--- src/rtl/fifo_pkg.sv ---
// rtl/fifo_pkg.sv - shared FIFO-side FSM encodings, default sizes and clog2 helper
package fifo_pkg;

   // Default geometry of one FIFO entry and of the read-side packer
   localparam int defaultDataWidth = 8;
   localparam int defaultPackRatio = 4;

   // Read-packer FSM; FLUSH_WAIT is only reachable when FIFO_PACKER_FLUSH_EN is defined
   typedef enum logic [1:0] {
      FILL       = 2'd0,
      FULL_WAIT  = 2'd1,
      FLUSH_WAIT = 2'd2
   } packState_t;

   // Ceiling log2 for sizing pointers and counters at elaboration time
   function automatic int clog2(input int value);
      int result;
      result = 0;
      for (int i = 0; i < 31; i++) begin
         if ((1 << i) < value) begin
            result = i + 1;
         end
      end
      return result;
   endfunction

endpackage

--- src/rtl/pack_lane_reg.sv ---
// rtl/pack_lane_reg.sv - lane accumulator with indexed write and whole-word clear
module pack_lane_reg
   import fifo_pkg::*;
#(
   parameter int dataWidth  = defaultDataWidth,
   parameter int packRatio  = defaultPackRatio,
   parameter int indexWidth = clog2(packRatio)
) (
   input  logic                          clk,
   input  logic                          rst,
   input  logic                          clear,
   input  logic                          writeEnable,
   input  logic [indexWidth-1:0]         writeIndex,
   input  logic [dataWidth-1:0]          writeData,
   output logic [dataWidth*packRatio-1:0] lanes
);

   // Clearing on emission keeps unused lanes of a flushed partial word at zero
   always_ff @(posedge clk) begin
      if (rst || clear) begin
         lanes <= '0;
      end else if (writeEnable) begin
         lanes[writeIndex*dataWidth +: dataWidth] <= writeData;
      end
   end

endmodule

--- src/rtl/fifo_read_packer.sv ---
// rtl/fifo_read_packer.sv - packs narrow FIFO entries into wide words; FIFO_PACKER_FLUSH_EN enables partial-word flush
module fifo_read_packer
   import fifo_pkg::*;
#(
   parameter int dataWidth  = defaultDataWidth,
   parameter int packRatio  = defaultPackRatio,
   parameter int countWidth = clog2(packRatio) + 1
) (
   input  logic                           clkIn,
   input  logic                           rstIn,
   input  logic [dataWidth-1:0]           fifoDataIn,
   input  logic                           fifoEmptyIn,
   output logic                           fifoReadEnableOut,
   input  logic                           flushIn,
   output logic [dataWidth*packRatio-1:0] packDataOut,
   output logic [packRatio-1:0]           packMaskOut,
   output logic                           packValidOut,
   input  logic                           packReadyIn
);

   localparam int indexWidth = clog2(packRatio);
   localparam int wordWidth  = dataWidth * packRatio;
   localparam logic [countWidth-1:0] lastLane  = countWidth'(packRatio - 1);
   localparam logic [countWidth-1:0] fullCount = countWidth'(packRatio);
   localparam logic [countWidth:0]   ratioWide = (countWidth + 1)'(packRatio);

   packState_t                state;
   packState_t                stateNext;
   logic [countWidth-1:0]     laneCount;
   logic [countWidth-1:0]     laneCountNext;
   logic                      pendingRead;
   logic [countWidth:0]       inFlight;
   logic                      outFree;
   logic                      lastCapture;
   logic                      validNext;
   logic [wordWidth-1:0]      dataNext;
   logic                      laneWrite;
   logic                      laneClear;
   logic [wordWidth-1:0]      lanes;

`ifdef FIFO_PACKER_FLUSH_EN
   logic [packRatio-1:0]      maskNext;
   logic [packRatio-1:0]      flushMask;
`else
   logic                      unusedFlush;
   assign unusedFlush = flushIn;
`endif

   // Captured lanes plus the entry still on its way; one bit wider so it never wraps
   assign inFlight = {1'b0, laneCount} + {{countWidth{1'b0}}, pendingRead};

   // Output register can take a new word if empty or being drained this cycle
   assign outFree = !packValidOut || packReadyIn;

   // The entry landing this cycle completes the word
   assign lastCapture = pendingRead && (laneCount == lastLane);

   // Reads only in FILL and only while the word has room for one more entry
   assign fifoReadEnableOut = (state == FILL) && !fifoEmptyIn && (inFlight < ratioWide) && !rstIn;

   pack_lane_reg #(
      .dataWidth  (dataWidth),
      .packRatio  (packRatio),
      .indexWidth (indexWidth)
   ) laneReg (
      .clk         (clkIn),
      .rst         (rstIn),
      .clear       (laneClear),
      .writeEnable (laneWrite),
      .writeIndex  (laneCount[indexWidth-1:0]),
      .writeData   (fifoDataIn),
      .lanes       (lanes)
   );

`ifdef FIFO_PACKER_FLUSH_EN
   // A flushed word is valid only in the lanes already captured
   always_comb begin
      flushMask = '0;
      for (int i = 0; i < packRatio; i++) begin
         flushMask[i] = (countWidth'(i) < laneCount);
      end
   end
`endif

   // Next-state, lane bookkeeping and output-register loads
   always_comb begin
      stateNext     = state;
      laneCountNext = laneCount;
      validNext     = packValidOut && !packReadyIn;
      dataNext      = packDataOut;
      laneWrite     = 1'b0;
      laneClear     = 1'b0;
`ifdef FIFO_PACKER_FLUSH_EN
      maskNext      = packMaskOut;
`endif
      case (state)
         FILL: begin
            if (pendingRead) begin
               if (lastCapture) begin
                  if (outFree) begin
                     // Final entry bypasses the accumulator straight into the output
                     dataNext      = {fifoDataIn, lanes[wordWidth-dataWidth-1:0]};
                     validNext     = 1'b1;
                     laneCountNext = '0;
                     laneClear     = 1'b1;
`ifdef FIFO_PACKER_FLUSH_EN
                     maskNext      = '1;
`endif
                  end else begin
                     laneWrite     = 1'b1;
                     laneCountNext = fullCount;
                     stateNext     = FULL_WAIT;
                  end
               end else begin
                  laneWrite     = 1'b1;
                  laneCountNext = laneCount + countWidth'(1);
               end
            end
`ifdef FIFO_PACKER_FLUSH_EN
            // A word completing this cycle already satisfies the flush
            if (flushIn && (inFlight != '0) && !lastCapture) begin
               stateNext = FLUSH_WAIT;
            end
`endif
         end
         FULL_WAIT: begin
            if (outFree) begin
               dataNext      = lanes;
               validNext     = 1'b1;
               laneCountNext = '0;
               laneClear     = 1'b1;
               stateNext     = FILL;
`ifdef FIFO_PACKER_FLUSH_EN
               maskNext      = '1;
`endif
            end
         end
`ifdef FIFO_PACKER_FLUSH_EN
         FLUSH_WAIT: begin
            // Land the in-flight entry first so it is part of the flushed word
            if (pendingRead) begin
               laneWrite     = 1'b1;
               laneCountNext = laneCount + countWidth'(1);
            end else if (outFree) begin
               dataNext      = lanes;
               maskNext      = flushMask;
               validNext     = 1'b1;
               laneCountNext = '0;
               laneClear     = 1'b1;
               stateNext     = FILL;
            end
         end
`endif
         default: begin
            stateNext = FILL;
         end
      endcase
   end

   // FSM state register
   always_ff @(posedge clkIn) begin
      if (rstIn) begin
         state <= FILL;
      end else begin
         state <= stateNext;
      end
   end

   // Lane counter, in-flight read flag and output register; reset drops any partial word
   always_ff @(posedge clkIn) begin
      if (rstIn) begin
         laneCount    <= '0;
         pendingRead  <= 1'b0;
         packValidOut <= 1'b0;
         packDataOut  <= '0;
      end else begin
         laneCount    <= laneCountNext;
         pendingRead  <= fifoReadEnableOut;
         packValidOut <= validNext;
         packDataOut  <= dataNext;
      end
   end

`ifdef FIFO_PACKER_FLUSH_EN
   // Per-lane valid mask travels with the output word
   always_ff @(posedge clkIn) begin
      if (rstIn) begin
         packMaskOut <= '0;
      end else begin
         packMaskOut <= maskNext;
      end
   end
`else
   assign packMaskOut = '1;
`endif

endmodule

--- config.mk ---
export PLATFORM = sky130hd
export DESIGN_NAME = fifo_read_packer
export DESIGN_NICKNAME = d
export VERILOG_FILES = /design/src/rtl/fifo_pkg.sv /design/src/rtl/pack_lane_reg.sv /design/src/rtl/fifo_read_packer.sv
export SDC_FILE = /design/constraint.sdc
export NUM_CORES = 1
export LEC_CHECK = 0
export ABC_CLOCK_PERIOD_IN_PS = 2600
export CAP_MARGIN = 15
export CORE_MARGIN = 5
export CORE_UTILIZATION = 48
export CTS_CLUSTER_SIZE = 20
export DETAILED_ROUTE_END_ITERATION = 12
export PLACE_DENSITY_LB_ADDON = 0.05
export SLEW_MARGIN = 5
export SYNTH_ARGS = -nofsm -noshare
export SYNTH_HDL_FRONTEND = slang
export SYNTH_SLANG_ARGS = --single-unit
--- constraint.sdc ---
create_clock -name clkIn -period 2.6 [get_ports clkIn]
set_input_delay 0.26 -clock clkIn [delete_from_list [all_inputs] [get_ports clkIn]]
set_output_delay 0.26 -clock clkIn [all_outputs]
set_load 0.01 [all_outputs]
== Yosys cells after proc, flatten, opt, wreduce, memory -nomap -nowiden ==
Index checks and enable logic that the tools add are counted.

* Output and inout bits: 38
* Logic and storage cells: 63
* Bits of input ports: 13
* Flip-flop bits (word level): 71

* Magnitude comparators: 1
* Reduce and logical (&&, ||, !) cells: 16
* Mux-type cells: 28
* Add/subtract/negate cells: 3
* Shift operators: 2
* Equal/unequal tests: 7

{| class="wikitable"
|+ Operators with widths
! cell !! number
|-
| 32-bit 2-to-1 mux || 4
|-
| 32-bit case mux with 2 select lines || 1
|-
| 5-bit negator with 34-bit output || 1
|-
| 8-bit by 34-bit variable shift with 32-bit output (first input constant) || 1
|-
| 8-bit by 34-bit indexed part select with 32-bit output || 1
|-
| 32-bit bitwise mux || 1
|-
| 3-bit 2-to-1 mux || 4
|-
| 1-bit 2-to-1 mux || 10
|-
| 2-bit inequality test (second input constant) || 5
|-
| 2-bit 2-to-1 mux || 4
|-
| 3-bit case mux with 2 select lines || 1
|-
| 1-bit logical AND || 5
|-
| 5-bit AND reduction || 1
|-
| 3-bit by 1-bit adder with 4-bit output || 1
|-
| 1-bit logical NOT || 4
|-
| 4-bit by 3-bit less-than comparator with 1-bit output (second input constant) || 1
|-
| 1-bit case mux with 2 select lines || 2
|-
| 2-bit case mux with 2 select lines || 1
|-
| 4-bit AND reduction || 1
|-
| 3-bit by 1-bit adder with 3-bit output (second input constant) || 1
|-
| 3-bit by 2-bit equality test with 1-bit output (second input constant) || 1
|-
| 3-bit AND reduction || 1
|-
| 2-bit by 1-bit equality test with 1-bit output (second input constant) || 1
|-
| 2-bit logical NOT || 1
|-
| other kinds (2) || 3
|}

== Logic depth before layout (Yosys ltp) ==
Gate-level depths: netlist of run 1.

* Word-level depth: 7
* Gate-level depth with buffers: 9
* Depth with buffers taken out: 6

== Modules after synthesis ==
From an unflattened synthesis of run 1, not the netlist that was laid out.

* Cells, all modules: 330
* Area total of the unflattened synthesis: 2972.9 µm²

{| class="wikitable"
|+ By module, submodules not included
! module !! seq. area each (µm²) !! area each (µm²) !! instances !! cells each
|-
| fifo_read_packer || 760.7 || 1641.6 || 1 || 187
|-
| pack_lane_reg || 640.6 || 1331.3 || 1 || 143
|}

== Least setup slack after synthesis of run 1 ==
No wires, ideal clock.

* Path type: flip-flop to flip-flop
* From: reg laneCount[1]
* To: reg laneReg.lanes[10]
* Setup slack: 0.943 ns
* Path buffers: 3
* Period minus slack after synthesis: 1.657 ns
* Cell stages (with the launch flop): 10
* Required time: 2.534 ns
* Setup time: 0.066 ns
* Data arrival time: 1.591 ns
* Path through: dfxtp_1 -> ha_1 -> ha_1 -> buf_2 -> a21oi_4 -> nand2b_1 -> buf_4 -> nand2b_4 -> buf_6 -> a21oi_2

* Word-level cells in the longest chain between the ends: 6
* Elaborated cells between the ends (all ways): 13
* Those cells by class: add/sub (1); eq/ne (1); shift (2); mux (7); reduce/logical (2)

{| class="wikitable"
|+ Ends and longest elaborated chain
! what !! line !! source
|-
| start, declared || fifo_read_packer.sv:29 || <nowiki>logic [countWidth-1:0] laneCount;</nowiki>
|-
| start signal, assigned || fifo_read_packer.sv:177 || <nowiki>laneCount <= laneCountNext;</nowiki>
|-
| branches (longest 6 deep; another with 5-bit negator with 34-bit output) || - ||
|-
| end signal, assigned by index || pack_lane_reg.sv:23 || <nowiki>lanes[writeIndex*dataWidth +: dataWidth] <= writeData;</nowiki>
|-
| end, declared || pack_lane_reg.sv:15 || <nowiki>output logic [dataWidth*packRatio-1:0] lanes</nowiki>
|}

Several ways; the timed one is not identified.
A chain may end at the register's enable or synchronous reset.

== Worst setup path in the final report of run 1 ==
* From: reg laneCount[0]
* To: reg packDataOut[21]

* Word-level cells in the longest chain between the ends: 4

{| class="wikitable"
|+ Ends and longest elaborated chain
! what !! line !! source
|-
| 3-bit by 2-bit equality test with 1-bit output || fifo_read_packer.sv:56 || <nowiki>assign lastCapture = pendingRead && (laneCount == lastLane);</nowiki>
|-
| 1-bit logical AND || fifo_read_packer.sv:56 ||
|-
| 2-bit inequality test (no source line) || - ||
|-
| 5-bit AND reduction (no source line) || - ||
|-
| end signal, assigned || fifo_read_packer.sv:180 || <nowiki>packDataOut <= dataNext;</nowiki>
|-
| end, declared || fifo_read_packer.sv:15 || <nowiki>output logic [dataWidth*packRatio-1:0] packDataOut,</nowiki>
|}

No other way between the ends.

==> results of run 1 <==
==> cell usage after synthesis <==
cell type	instances
sky130_fd_sc_hd__a211oi_1	8
sky130_fd_sc_hd__a21oi_1	29
sky130_fd_sc_hd__a21oi_2	34
sky130_fd_sc_hd__a21oi_4	1
sky130_fd_sc_hd__a22oi_1	1
sky130_fd_sc_hd__a31oi_1	2
sky130_fd_sc_hd__buf_2	8
sky130_fd_sc_hd__buf_4	11
sky130_fd_sc_hd__buf_6	5
sky130_fd_sc_hd__clkbuf_1	4
sky130_fd_sc_hd__conb_1	1
sky130_fd_sc_hd__dfxtp_1	70
sky130_fd_sc_hd__ha_1	6
sky130_fd_sc_hd__inv_1	3
sky130_fd_sc_hd__mux2_2	1
sky130_fd_sc_hd__mux2i_1	9
sky130_fd_sc_hd__nand2_1	49
sky130_fd_sc_hd__nand2b_1	34
sky130_fd_sc_hd__nand2b_4	1
sky130_fd_sc_hd__nand3_1	32
sky130_fd_sc_hd__nand3b_1	4
sky130_fd_sc_hd__nor2_1	12
sky130_fd_sc_hd__nor2b_1	1
sky130_fd_sc_hd__nor2b_2	1
sky130_fd_sc_hd__nor3_1	1
sky130_fd_sc_hd__nor3_2	1
sky130_fd_sc_hd__nor3b_2	2
sky130_fd_sc_hd__nor4b_1	1
sky130_fd_sc_hd__or4_1	1
==> area by class of cell <==
| class | instances | area (sq um) | share of cell area |
|---|---|---|---|
| Timing Repair Buffer | 50 | 513 | 0.141 |
| Tap cell | 77 | 96.3 | 0.0264 |
| Clock buffer | 13 | 159 | 0.0436 |
| Clock inverter | 3 | 18.8 | 0.00515 |
| Inverter | 3 | 11.3 | 0.00309 |
| Multi-Input combinational cell | 235 | 1450 | 0.397 |
| Sequential cell | 70 | 1400 | 0.384 |
==> worst paths after layout <==
kind                             endpoint  slack (ns)  depth (start not counted)
max          packDataOut[21]$_SDFFE_PP0P_        0.42                          7
min          packDataOut[15]$_SDFFE_PP0P_        0.45                          2
max reg2reg  packDataOut[21]$_SDFFE_PP0P_        0.42                          7
min reg2reg  packDataOut[15]$_SDFFE_PP0P_        0.45                          2
==> worst register-to-register path, stage by stage (launching register included) <==
cell and delay, ns:
sky130_fd_sc_hd__dfxtp_1 0.42, sky130_fd_sc_hd__ha_1 0.26, sky130_fd_sc_hd__ha_1 0.32, sky130_fd_sc_hd__a21oi_4 0.24
sky130_fd_sc_hd__nand2b_1 0.33, sky130_fd_sc_hd__buf_4 0.31, sky130_fd_sc_hd__nand2_1 0.08, sky130_fd_sc_hd__a21oi_1 0.15
==> layer usage <==
layer,share of wire,vias to the layer above
li1,-,1188
met1,0.48,1073
met2,0.46,41
met3,0.052,8
met4,0.013,0
met5,0,-
==> cell usage in the layout, fill, tap and decap left out, types with 2 or more instances in the layout <==
cell type,synthesis,final
sky130_fd_sc_hd__dfxtp_1,70,70
sky130_fd_sc_hd__nor2_1,12,12
sky130_fd_sc_hd__a211oi_1,8,8
sky130_fd_sc_hd__clkbuf_1,4,2
sky130_fd_sc_hd__nand2_1,49,49
sky130_fd_sc_hd__clkinv_2,0,2
sky130_fd_sc_hd__a21oi_1,29,29
sky130_fd_sc_hd__nand3b_1,4,4
sky130_fd_sc_hd__buf_4,11,3
sky130_fd_sc_hd__a31oi_1,2,2
sky130_fd_sc_hd__buf_12,0,2
sky130_fd_sc_hd__inv_1,3,3
sky130_fd_sc_hd__a21oi_2,34,34
sky130_fd_sc_hd__mux2i_1,9,9
sky130_fd_sc_hd__nor3b_2,2,2
sky130_fd_sc_hd__nand2b_1,34,34
sky130_fd_sc_hd__ha_1,6,6
sky130_fd_sc_hd__conb_1,1,4
sky130_fd_sc_hd__clkdlybuf4s50_1,0,45
sky130_fd_sc_hd__nand3_1,32,32
sky130_fd_sc_hd__clkbuf_8,0,11
==> registers in the layout, summed over array words and instances (netlist names) <==
name	flops
packDataOut	32
pendingRead	1
state	1
laneReg.lanes	32
laneCount	3
packValidOut	1
==> power by group through the flow <==
stage / registers, mW / logic, mW / clock network [mW]
2_1_floorplan: 1.11 / 0.0860 / 0
3_3_place_gp: 1.11 / 0.118 / 0
3_5_place_dp: 1.11 / 0.118 / 0
4_1_cts: 1.09 / 0.119 / 0.818
5_1_grt: 1.09 / 0.128 / 0.869
6_report: 1.09 / 0.117 / 0.800
==> kinds of logic after synthesis <==
group / count (synthesis) / synth area share
compound gates: 75 / 0.177
fa+ha+maj: 6 / 0.0247
buf+inv: 31 / 0.0674
flops: 70 / 0.461
mux: 10 / 0.0333
other cells: 1 / 0.00123
simple gates: 140 / 0.236
==> metrics by stage <==
stage / util / area (sq um)
final: 0.584 / 3650
after global routing: 0.584 / 3650
after CTS: 0.584 / 3650
after detailed placement: 0.556 / 3470
after global placement: 0.556 / 3470
after floorplan: - / 3050
==> metrics.cfg, run 1 <==
[final_layout]
layout.filler_cells = 580
finalNetCount = 388
drive_above_1_share = 0.160
synthToLayoutAreaGrowth_pct = 19.9
diodes = 0
finish.cell_count_without_fillers = 451

[timing]
fin_hold_ws_ns = 0.453
fmax_mhz = 459
setup_tns_final_ns = 0
max_transition_margin = 0.607
final.min_clock_period_ns = 2.18
final_worst_path_cycle_share = 0.839
report.final.setup_viol = 0
tightestPinTransition_ns = 0.590
slew_viol_final = 0
fin_skew_ns = 0.00623
setup_slack_ns = 0.419
rsz0062_at_grt = no
final-hold-violation-count = 0

[critical_path]
critical_path.most_common_cell = sky130_fd_sc_hd__ha_1
worst_path_dominant_cell_family = adder cells
crit-reg2reg-launch = laneCount[0]$_SDFFE_PP0P_
critical_path.startpoint_type = flip-flop
cp.required_ns = 2.86
crit_path_class = flip-flop to flip-flop
crit_fanout = 19
crit_buf_inv = 1
cp_cell_sequence = ha_1 -> ha_1 -> a21oi_4 -> nand2b_1 -> buf_4 -> nand2_1 -> a21oi_1
slowest_delay_ns = 0.42
setup.worst_path.end_class = flip-flop
worst_path_max_delay_cell = sky130_fd_sc_hd__dfxtp_1
critical_path_arrival_ns = 2.45
critPathLaunch = laneCount[0]$_SDFFE_PP0P_

[placed_design]
place_congestion = 0.746
io_buffers = 45
post-place-ws_ns = 0.421
detailed_place_hpwl_mm = 4.16
dp.cells = 435

[clocking]
ctsLongestPathBuffers = 2
clkSinkCount = 70
post_cts.resized_instances = 0
htree_num_levels = 3
cts_root_buffer = sky130_fd_sc_hd__clkbuf_8
cts_inserted_buffers = 9
cts-hold-fix-buffers = 0
tritoncts = built
number_of_setup_buffers_added_after_cts = 0
clk_latency_ns = 0.34
cts.reportedPaths.clkPinSlew_ns = 0.07

[synth]
yosysTopAreaCell = sky130_fd_sc_hd__dfxtp_1
synth_cell_type_count = 29
syn_area_sq_mm = 0.00304
synth.yosys.seq_area_share = 0.461
synth.top_cell.area_share = 0.461
synth.avg_cell_area_sq_um = 9.14
post_synth_main_area_contributors = sky130_fd_sc_hd__dfxtp_1 (46%), sky130_fd_sc_hd__a21oi_2 (9.8%), sky130_fd_sc_hd__nand2b_1 (7.0%)
postSynthRegisterBits = 70
netlist_instances = 333
synthesis.yosys.warnings = 0

[routing]
detail_route.drc_violations = 0
iter_0_drt_violations = 131
viasPerCell = 5.12
drt-total-wl_mm = 6.26
route.detailed.wl_per_inst_microns = 13.9
num_vias = 2310
drt_pass1_iterations = 4
ant_nets = 0

[floorplan]
core_area_sq_mm = 0.00624
num_io_pins = 51
die_h_microns = 89.6
start_util = 0.488
width_of_the_chip_microns = 89.6
dieArea_sq_mm = 0.00803
placement_rows = 29

[grt]
antenna_found_initial = 0
grt_util_met2 = 0.268
grt_use_met1 = 0.211
grt.met3_usage = 0.0347
grt_max_degree = 41
top_usage_layer = met2
grt_pass1_vias = 2099
overall_track_demand_over_capacity_in_global_routing = 0.165
global_route.overflow_total = 0
grt_pass1_wl_mm = 10.1

[pwr]
power_frac_clock = 0.399
p_seq_frac = 0.543
combinationalPowerShare = 0.058
switching_share = 0.241
worst_ir_drop_vdd_mv = 0.339
power_density_mw_per_mm2 = 550
power_report.internal_total_mw = 1.52
leak_pwr_nw = 1.12
power.switching_mw = 0.483
fin_total_pwr_mw = 2.01

[min_path]
worstHoldStart = laneReg.lanes[15]$_SDFFE_PP0P_
holdCritPathClass = flip-flop to flip-flop

[run_status]
run_status = complete, no violations

[job]
timing.max_cap.violations = 0

(Power assumes the default switching activity.)
==> inputs of run 2 (changes only) <==
--- a/config.mk
+++ b/config.mk
@@ -5,7 +5,7 @@
 export SDC_FILE = /design/constraint.sdc
 export NUM_CORES = 1
 export LEC_CHECK = 0
-export ABC_CLOCK_PERIOD_IN_PS = 2600
+export ABC_CLOCK_PERIOD_IN_PS = 2100
 export CAP_MARGIN = 15
 export CORE_MARGIN = 5
 export CORE_UTILIZATION = 48
==> constraint.sdc (replaced) <==
create_clock -name clkIn -period 2.1 [get_ports clkIn]
set_input_delay 0.21 -clock clkIn [delete_from_list [all_inputs] [get_ports clkIn]]
set_output_delay 0.21 -clock clkIn [all_outputs]
set_load 0.01 [all_outputs]
==> run 2 against run 1 <==
Global-route usage about the same; register-to-register slack worse by 0.08 ns; final cell count up 2.9%; largest cell class unchanged; critical endpoint is now fifoReadEnableOut; hold slack worse by 0.0035 ns; critical path type is now flip-flop to output pin; critical path depth down 4; combinational power up 37%; count of clock-buffer cells in the layout down 3; first-iteration DRC count down 34%.
==> metrics.cfg, run 2 (synthesized netlist as in run 1, its figures left out) <==
[run_status]
run_status = complete, no violations

[routing]
num_vias = 2366
drt_pass1_iterations = 4
drt-total-wl_mm = 6.13
ant_nets = 0
viasPerCell = 5.10
detail_route.drc_violations = 0
iter_0_drt_violations = 87
route.detailed.wl_per_inst_microns = 13.2

[clocking]
tritoncts = built
clkSinkCount = 70
cts_inserted_buffers = 9
cts-hold-fix-buffers = 0
ctsLongestPathBuffers = 2
htree_num_levels = 3
clk_latency_ns = 0.34
post_cts.resized_instances = 1
cts_root_buffer = sky130_fd_sc_hd__clkbuf_8
cts.reportedPaths.clkPinSlew_ns = 0.07
number_of_setup_buffers_added_after_cts = 0

[critical_path]
crit_fanout = 2
critical_path.startpoint_type = flip-flop
worst-r2r-setup-slack_ns = 0.34
crit_path_class = flip-flop to output pin
setup.worst_path.end_class = output pin
critical_path_arrival_ns = 1.62
cp.required_ns = 1.89

[final_layout]
finalNetCount = 401
final_area_sq_mm = 0.00381
layout.cells.most_common_list = sky130_fd_sc_hd__dfxtp_1 (70), sky130_fd_sc_hd__nand2_1 (49), sky130_fd_sc_hd__clkdlybuf4s50_1 (44)
utilization = 0.611
synthToLayoutAreaGrowth_pct = 25.4
biggestRegsByFlops = laneReg.lanes: 32 flops, packDataOut: 32 flops, laneCount: 3 flops
mostFrequentLayoutCell = sky130_fd_sc_hd__dfxtp_1
drive_above_1_share = 0.191
layout.filler_cells = 564
diodes = 0

[pwr]
power.switching_mw = 0.611
switching_share = 0.209
power_frac_clock = 0.485
p_seq_frac = 0.461
power_report.internal_total_mw = 2.31
combinationalPowerShare = 0.055
worst_ir_drop_vdd_mv = 0.365
leak_pwr_nw = 1.22
power_density_mw_per_mm2 = 766

[floorplan]
width_of_the_chip_microns = 89.6
num_io_pins = 51
placement_rows = 29
start_util = 0.488
dieArea_sq_mm = 0.00803
die_h_microns = 89.6
core_area_sq_mm = 0.00624

[grt]
grt_max_degree = 39
grt_pass1_wl_mm = 10.2
overall_track_demand_over_capacity_in_global_routing = 0.166
grt_pass1_vias = 2137
global_route.overflow_total = 0
antenna_found_initial = 0

[timing]
rsz0062_at_grt = no
fin_hold_ws_ns = 0.450
final_worst_path_cycle_share = 0.872
report.final.setup_viol = 0
fin_skew_ns = 0.00360
final-hold-violation-count = 0
fmax_mhz = 546
slew_viol_final = 0
final.min_clock_period_ns = 1.83
setup_tns_final_ns = 0

[placed_design]
place_congestion = 0.789
detailed_place_hpwl_mm = 4.21
post_dp_cell_area_sq_mm = 0.00355
io_buffers = 45

[job]
timing.max_cap.violations = 0

[min_path]
holdCritPathClass = flip-flop to flip-flop

run 2: path summary, 6_finish.rpt:
| check | from | end | depth (start not counted) |
|---|---|---|---|
| setup / recovery | state[0]$_SDFFE_PP0P_ | fifoReadEnableOut | 3 |
| hold / removal | laneReg.lanes[7]$_SDFFE_PP0P_ | packDataOut[7]$_SDFFE_PP0P_ | 2 |
| setup reg to reg | laneCount[1]$_SDFFE_PP0P_ | packDataOut[16]$_SDFFE_PP0P_ | 7 |
| hold reg to reg | laneReg.lanes[7]$_SDFFE_PP0P_ | packDataOut[7]$_SDFFE_PP0P_ | 2 |
run 2: routing by layer:
metal	vias up	global-route usage	wire (microns)
li1	1213	-	-
met1	1082	0.217	2860
met2	61	0.259	2780
met3	10	0.0328	350
met4	0	0.0853	135
met5	-	0	0
run 2: critical path, cell delays in order, from the launching register on:
cell and delay [ns]:
sky130_fd_sc_hd__dfxtp_1 0.31, sky130_fd_sc_hd__or4_1 0.54, sky130_fd_sc_hd__a31oi_1 0.15, sky130_fd_sc_hd__dlygate4sd2_1 0.28
run 2: final cells by class:
type	count	area, sq um	area share
clock buffers	10	128	0.0335
clock inverters	6	134	0.0351
inverters	3	11.3	0.00295
multi-input cells	235	1450	0.379
flip-flops and latches	70	1400	0.367
well taps	77	96.3	0.0253
repair buffers	63	597	0.156
run 2: metrics by stage:
step | instances | setup slack (ns) | power, mW
after floorplan | 336 | 0.443 | 1.48
after global placement | 448 | 0.0740 | 1.54
after detailed placement | 448 | 0.0606 | 1.54
after CTS | 464 | 0.245 | 2.95
after global routing | 464 | 0.128 | 3.02
final | 464 | 0.269 | 2.92
run 2: power groups by stage:
stage | combinational, mW | sequential [mW] | clock [mW]
floorplan | 0.106 | 1.37 | 0
global placement | 0.159 | 1.38 | 0
detailed placement | 0.160 | 1.38 | 0
CTS | 0.161 | 1.35 | 1.45
global route | 0.173 | 1.35 | 1.50
finish | 0.160 | 1.35 | 1.42
==> variant 1 (settings of run 2) <==
One comparison of `laneCount` changes from == to >=.
--- a/src/rtl/fifo_read_packer.sv
+++ b/src/rtl/fifo_read_packer.sv
@@ -54,5 +54,5 @@
 
    // The entry landing this cycle completes the word
-   assign lastCapture = pendingRead && (laneCount == lastLane);
+   assign lastCapture = pendingRead && (laneCount >= lastLane);
 
    // Reads only in FILL and only while the word has room for one more entry
Function: same outputs for any inputs over 4 cycles, from zero or initial values and one cycle with rstIn high; that may be too few to reach the edited logic, so the function may still have changed.
==> variant 1 against run 2 <==
- power shrank 2.2%
- setup slack worse by 140 ps
- design area shrank 0.52%
- sequential cell count unchanged
- area after synthesis fell by 2.5%
- first-iteration DRC count is 100% higher
- synthesized cell count decreased by 6.9%
- routed wire length increased by 26%
==> variant 1: results (changes against run 2) <==
GRT
  – Largest net degree at the start of global routing: 42 (+7.7%)
  – Global-route wire length before repair: 12.8 mm (+26%)
  – GRT Resource Usage Total: 21.3% (+4.7 points)
  – Initial antenna violation count: 0 (unchanged)
  – Number of global-route vias before repair: 2509 (+17%)

Power and ir drop
  – Static Leak: 1.25 nW (+1.9%)
  – VDD IR max: 0.000502 V (+38%)

Placed design
  – Final HPWL DP: 4.89 mm (+16%)
  – GP Congestion: 0.824 (+4.5%)
  – Post-placement cell count: 425 (-5.1%)
  – Pre-CTS setup slack: 15.8 ps (-44.7 ps)
  – Placed inst area: 3510 um^2 (-1.1%)

Logic synthesis
  – Commonest cells post-synth: 70 x dfxtp_1, 35 x a21oi_1, 34 x nor2_1
  – Sequential-to-total area share from yosys stat: 47.2% (+1.2 points)
  – Synth top area cells: dfxtp_1 47%, a32oi_1 7.1%, a21oi_1 5.9%, nor2_1 4.3%, nand3_1 4.2%
  – Synth cell types: 37 (+28%)
  – Syn Inst Count: 310 (-6.9%)

Setup path
  – Worst Path Max Fanout: 8 (+6)
  – Slowest stage delay, CP: 440 ps (-100 ps)
  – Worst Path Arrival: 2250 ps (+630 ps)

Worst hold path
  – HP Class: reg2reg

Route
  – Initial DRC Count: 177 (+100%)
  – Avg WL per Cell: 17.5 um (+32%)
  – Via Count: 2586 (+9.3%)

Outcome
  – Status: finished clean

Layout
  – Nets@finish: 380 (-5.2%)
  – Layout cells sized above 1: 14.8% (-4.4 points)
## variant 1: cell types whose count changed after synthesis, moves of 7 or more
cell	delta
nand2_1	-45
a21oi_2	-34
nand2b_1	-33
a32oi_1	+24
nor2_1	+22
o21ai_0	+22
a22oi_1	+7
nand3_1	-7
## variant 1: logic make-up after synthesis
kind of cell             after synthesis  share of synthesized area (%)
flip-flops                            70                           47.2
other                                  1                          0.126
buffers and inverters                 35                           6.83
multiplexers                           9                           3.04
adder cells (fa/ha/maj)                5                           2.11
AND/OR/NAND/NOR                       72                           11.3
AO/OA/AOI/OAI                        118                           29.4
## variant 1: timing repair
action / in CTS / in global routing
resized for setup: 3 / 4
buffers inserted: 0 / 1
pin swaps: 0 / 4
setup endpoints to repair: 3 / 26
## variant 1: power by group through the flow
stage               clock (mW)  combinational (mW)  sequential, mW
finish                    1.34               0.174            1.35
global route              1.43               0.188            1.35
CTS                       1.36               0.171            1.35
detailed placement           0               0.168            1.38
global placement             0               0.166            1.38
floorplan                    0               0.103            1.38
## variant 1: final timing paths
path / startpoint / end / slack (ps) / depth (start not counted)
max: laneCount[0]$_SDFFE_PP0P_ / laneReg.lanes[28]$_SDFFE_PP0P_ / 130 / 6
min: laneReg.lanes[23]$_SDFFE_PP0P_ / packDataOut[23]$_SDFFE_PP0P_ / 470 / 2
max reg2reg: laneCount[0]$_SDFFE_PP0P_ / laneReg.lanes[28]$_SDFFE_PP0P_ / 130 / 6
min reg2reg: laneReg.lanes[23]$_SDFFE_PP0P_ / packDataOut[23]$_SDFFE_PP0P_ / 470 / 2
## variant 1: tightest hold or removal path: cells and delay by family, from the launching register on
| family | cells | cell delay [ps] |
|---|---|---|
| compound gates | 1 | 50 |
| simple gates | 1 | 60 |
| flops | 1 | 320 |
## variant 1: area by class of cell
type / instances / area, um^2
timing repair buffer: 67 / 631
multi-input combinational: 208 / 1400
inverter: 6 / 22.5
clock inverter: 5 / 106
clock buffer: 10 / 138
fill: 511 / 2160
tap: 75 / 93.8
sequential: 70 / 1400
## variant 1: layer usage
metal  share of wire (%)  routed length, um  track usage (%)
met5                   0                  0                0
met4                0.91                 70             7.69
met3                 6.2                477             4.38
met2                  47               3640             32.5
met1                  46               3520             29.9
==> variant 2 (config.mk and constraints of run 2) <==
Made on the original files. Add a define of `FIFO_PACKER_FLUSH_EN`.
--- a/src/rtl/fifo_read_packer.sv
+++ b/src/rtl/fifo_read_packer.sv
@@ -1,3 +1,5 @@
 // rtl/fifo_read_packer.sv - packs narrow FIFO entries into wide words; FIFO_PACKER_FLUSH_EN enables partial-word flush
+`define FIFO_PACKER_FLUSH_EN
+
 module fifo_read_packer
    import fifo_pkg::*;
Function: changed (a bounded check fails within 4 cycles, from zero or initial values and one cycle with rstIn high).
==> variant 2 against run 2 <==
- design area increased by 15%
- sequential cell count up 5
- clock skew grew 4.4 ps
- setup slack got worse by 180 ps
- area after synthesis rose by 12%
- routed wire length up 42%
Power is not compared: it rests on default switching activity, and its combinational part moved more than twofold at a synthesized area within 25%.
==> variant 2: results (changes against run 2) <==
Clocking
  – Clk buf depth: 2 (unchanged)
  – Setup Fix Bufs, Post-CTS: 0 (unchanged)
  – Clock Sinks: 75 (+7.1%)

Placed design
  – Count of input and output buffers: 50 (+11%)
  – Pre-CTS setup slack: 214 ps (+153 ps)
  – Final HPWL DP: 5.99 mm (+42%)
  – GP Congestion: 0.807 (+2.3%)

Layout
  – Multi-input logic area: 1750 um^2 (+21%)
  – Comb_multi_in: 270 (+15%)
  – Layout cells sized above 1: 11.9% (-7.2 points)
  – Nets@finish: 473 (+18%)
  – Inverters: 15 (+12)
  – Largest registers: laneReg.lanes: 32 flops, packDataOut: 32 flops, packMaskOut: 4 flops
  – Non-Clock Buffer Area Fraction: 16.8% (+1.2 points)
  – Count of non-CTS buffers in the layout: 77 (+22%)
  – Seq/total area: 34.1% (-2.6 points)
  – Final clock-cell share: 5.37% (-1.5 points)
  – Fill cells: 620 (+9.9%)

STA
  – Fmax: 497 MHz (-8.9%)

Route
  – Met1 WL: 4.32 mm (+51%)
  – Met2 wire len: 3.81 mm (+37%)
  – Max Used Layer: met4
  – Initial DRC Count: 156 (+79%)
  – Vias per cell: 5.61 (+10%)
  – Pre-antenna DRT Iters: 5 (+1)
  – Aggregate routed wire length: 8.73 mm (+42%)
  – Routed wl met3: 443 um (+27%)

Logic synthesis
  – Post-synthesis mux area share: 2.63% (-0.70 points)
  – Compound-Gate Fraction of Synth Area: 26.1% (+8.3 points)
  – Yosys top cell area share: 43.9% (-2.2 points)
  – Synth cell types: 47 (+62%)
  – Commonest cells post-synth: 75 x dfxtp_1, 47 x a21oi_1, 37 x nor2_1
  – Sequential-to-total area share from yosys stat: 43.9% (-2.2 points)
  – Synth top area cells: dfxtp_1 44%, a21oi_1 6.9%, a22oi_1 5.3%, nand3_1 4.8%, ha_1 4.4%
  – Post-synthesis adder-cell area fraction: 4.39% (+1.9 points)

Outcome
  – Status: finished clean

GRT
  – Global-route met3 utilization: 4.06% (+0.78 points)
  – Number of global-route vias before repair: 2824 (+32%)
  – Initial antenna violation count: 0 (unchanged)
  – M1 GR Usage: 29.1% (+7.4 points)
  – GRT Resource Usage Total: 20.6% (+4.0 points)
  – GR Layer Usage met2: 30.4% (+4.6 points)
  – Largest net degree at the start of global routing: 34 (-13%)
  – Global-route wire length before repair: 14.4 mm (+41%)

Power and ir drop
  – Switching pwr: 1.40 mW

Setup path
  – Worst Path Arrival: 1800 ps (+180 ps)
  – Worst Path Max Fanout: 3 (+1)
  – Reg2Reg Setup Slack: 190 ps (-150 ps)
  – Slowest stage delay, CP: 320 ps (-220 ps)
  – CP top delay family: adder cells
  – Origin of the worst setup path: laneCount[0]$_SDFFE_PP0P_
  – Slowest-stage cell, CP: dfxtp_1
  – Reg2Reg Launch Point: state[1]$_SDFFE_PP0P_

Worst hold path
  – Hold Crit Start: laneReg.lanes[10]$_SDFFE_PP0P_
  – Min-Delay Endpoint: laneReg.lanes[10]$_SDFFE_PP0P_
variant 2: cell count changes in the layout (fill, tap and decap cells not counted), sizes merged, moves of 17 or more:
cell and change:
nand2b -30, a22oi +23, nand2 -36, nor2 +25, o21ai +28, a21oi -17
variant 2: stage by stage:
step | power, mW | instances | instance area, um^2 | hold WS [ps]
after CTS | 4.33 | 548 | 4400 | 462
after detailed placement | 2.99 | 533 | 4170 | 450
final | 4.31 | 548 | 4400 | 458
after floorplan | 2.45 | 392 | 3420 | 358
after global routing | 4.53 | 548 | 4400 | 480
after global placement | 2.97 | 533 | 4170 | 445
variant 2: power by group through the flow:
stage	clock, mW	sequential, mW	combinational (mW)
finish	1.34	1.61	1.35
global route	1.42	1.63	1.47
CTS	1.36	1.62	1.35
detailed placement	0	1.65	1.34
global placement	0	1.64	1.33
floorplan	0	1.68	0.767
variant 2: timing repair:
item	CTS	global route
pin swaps	0	1
gates resized for setup	1	0
endpoints found under the setup margin	1	1
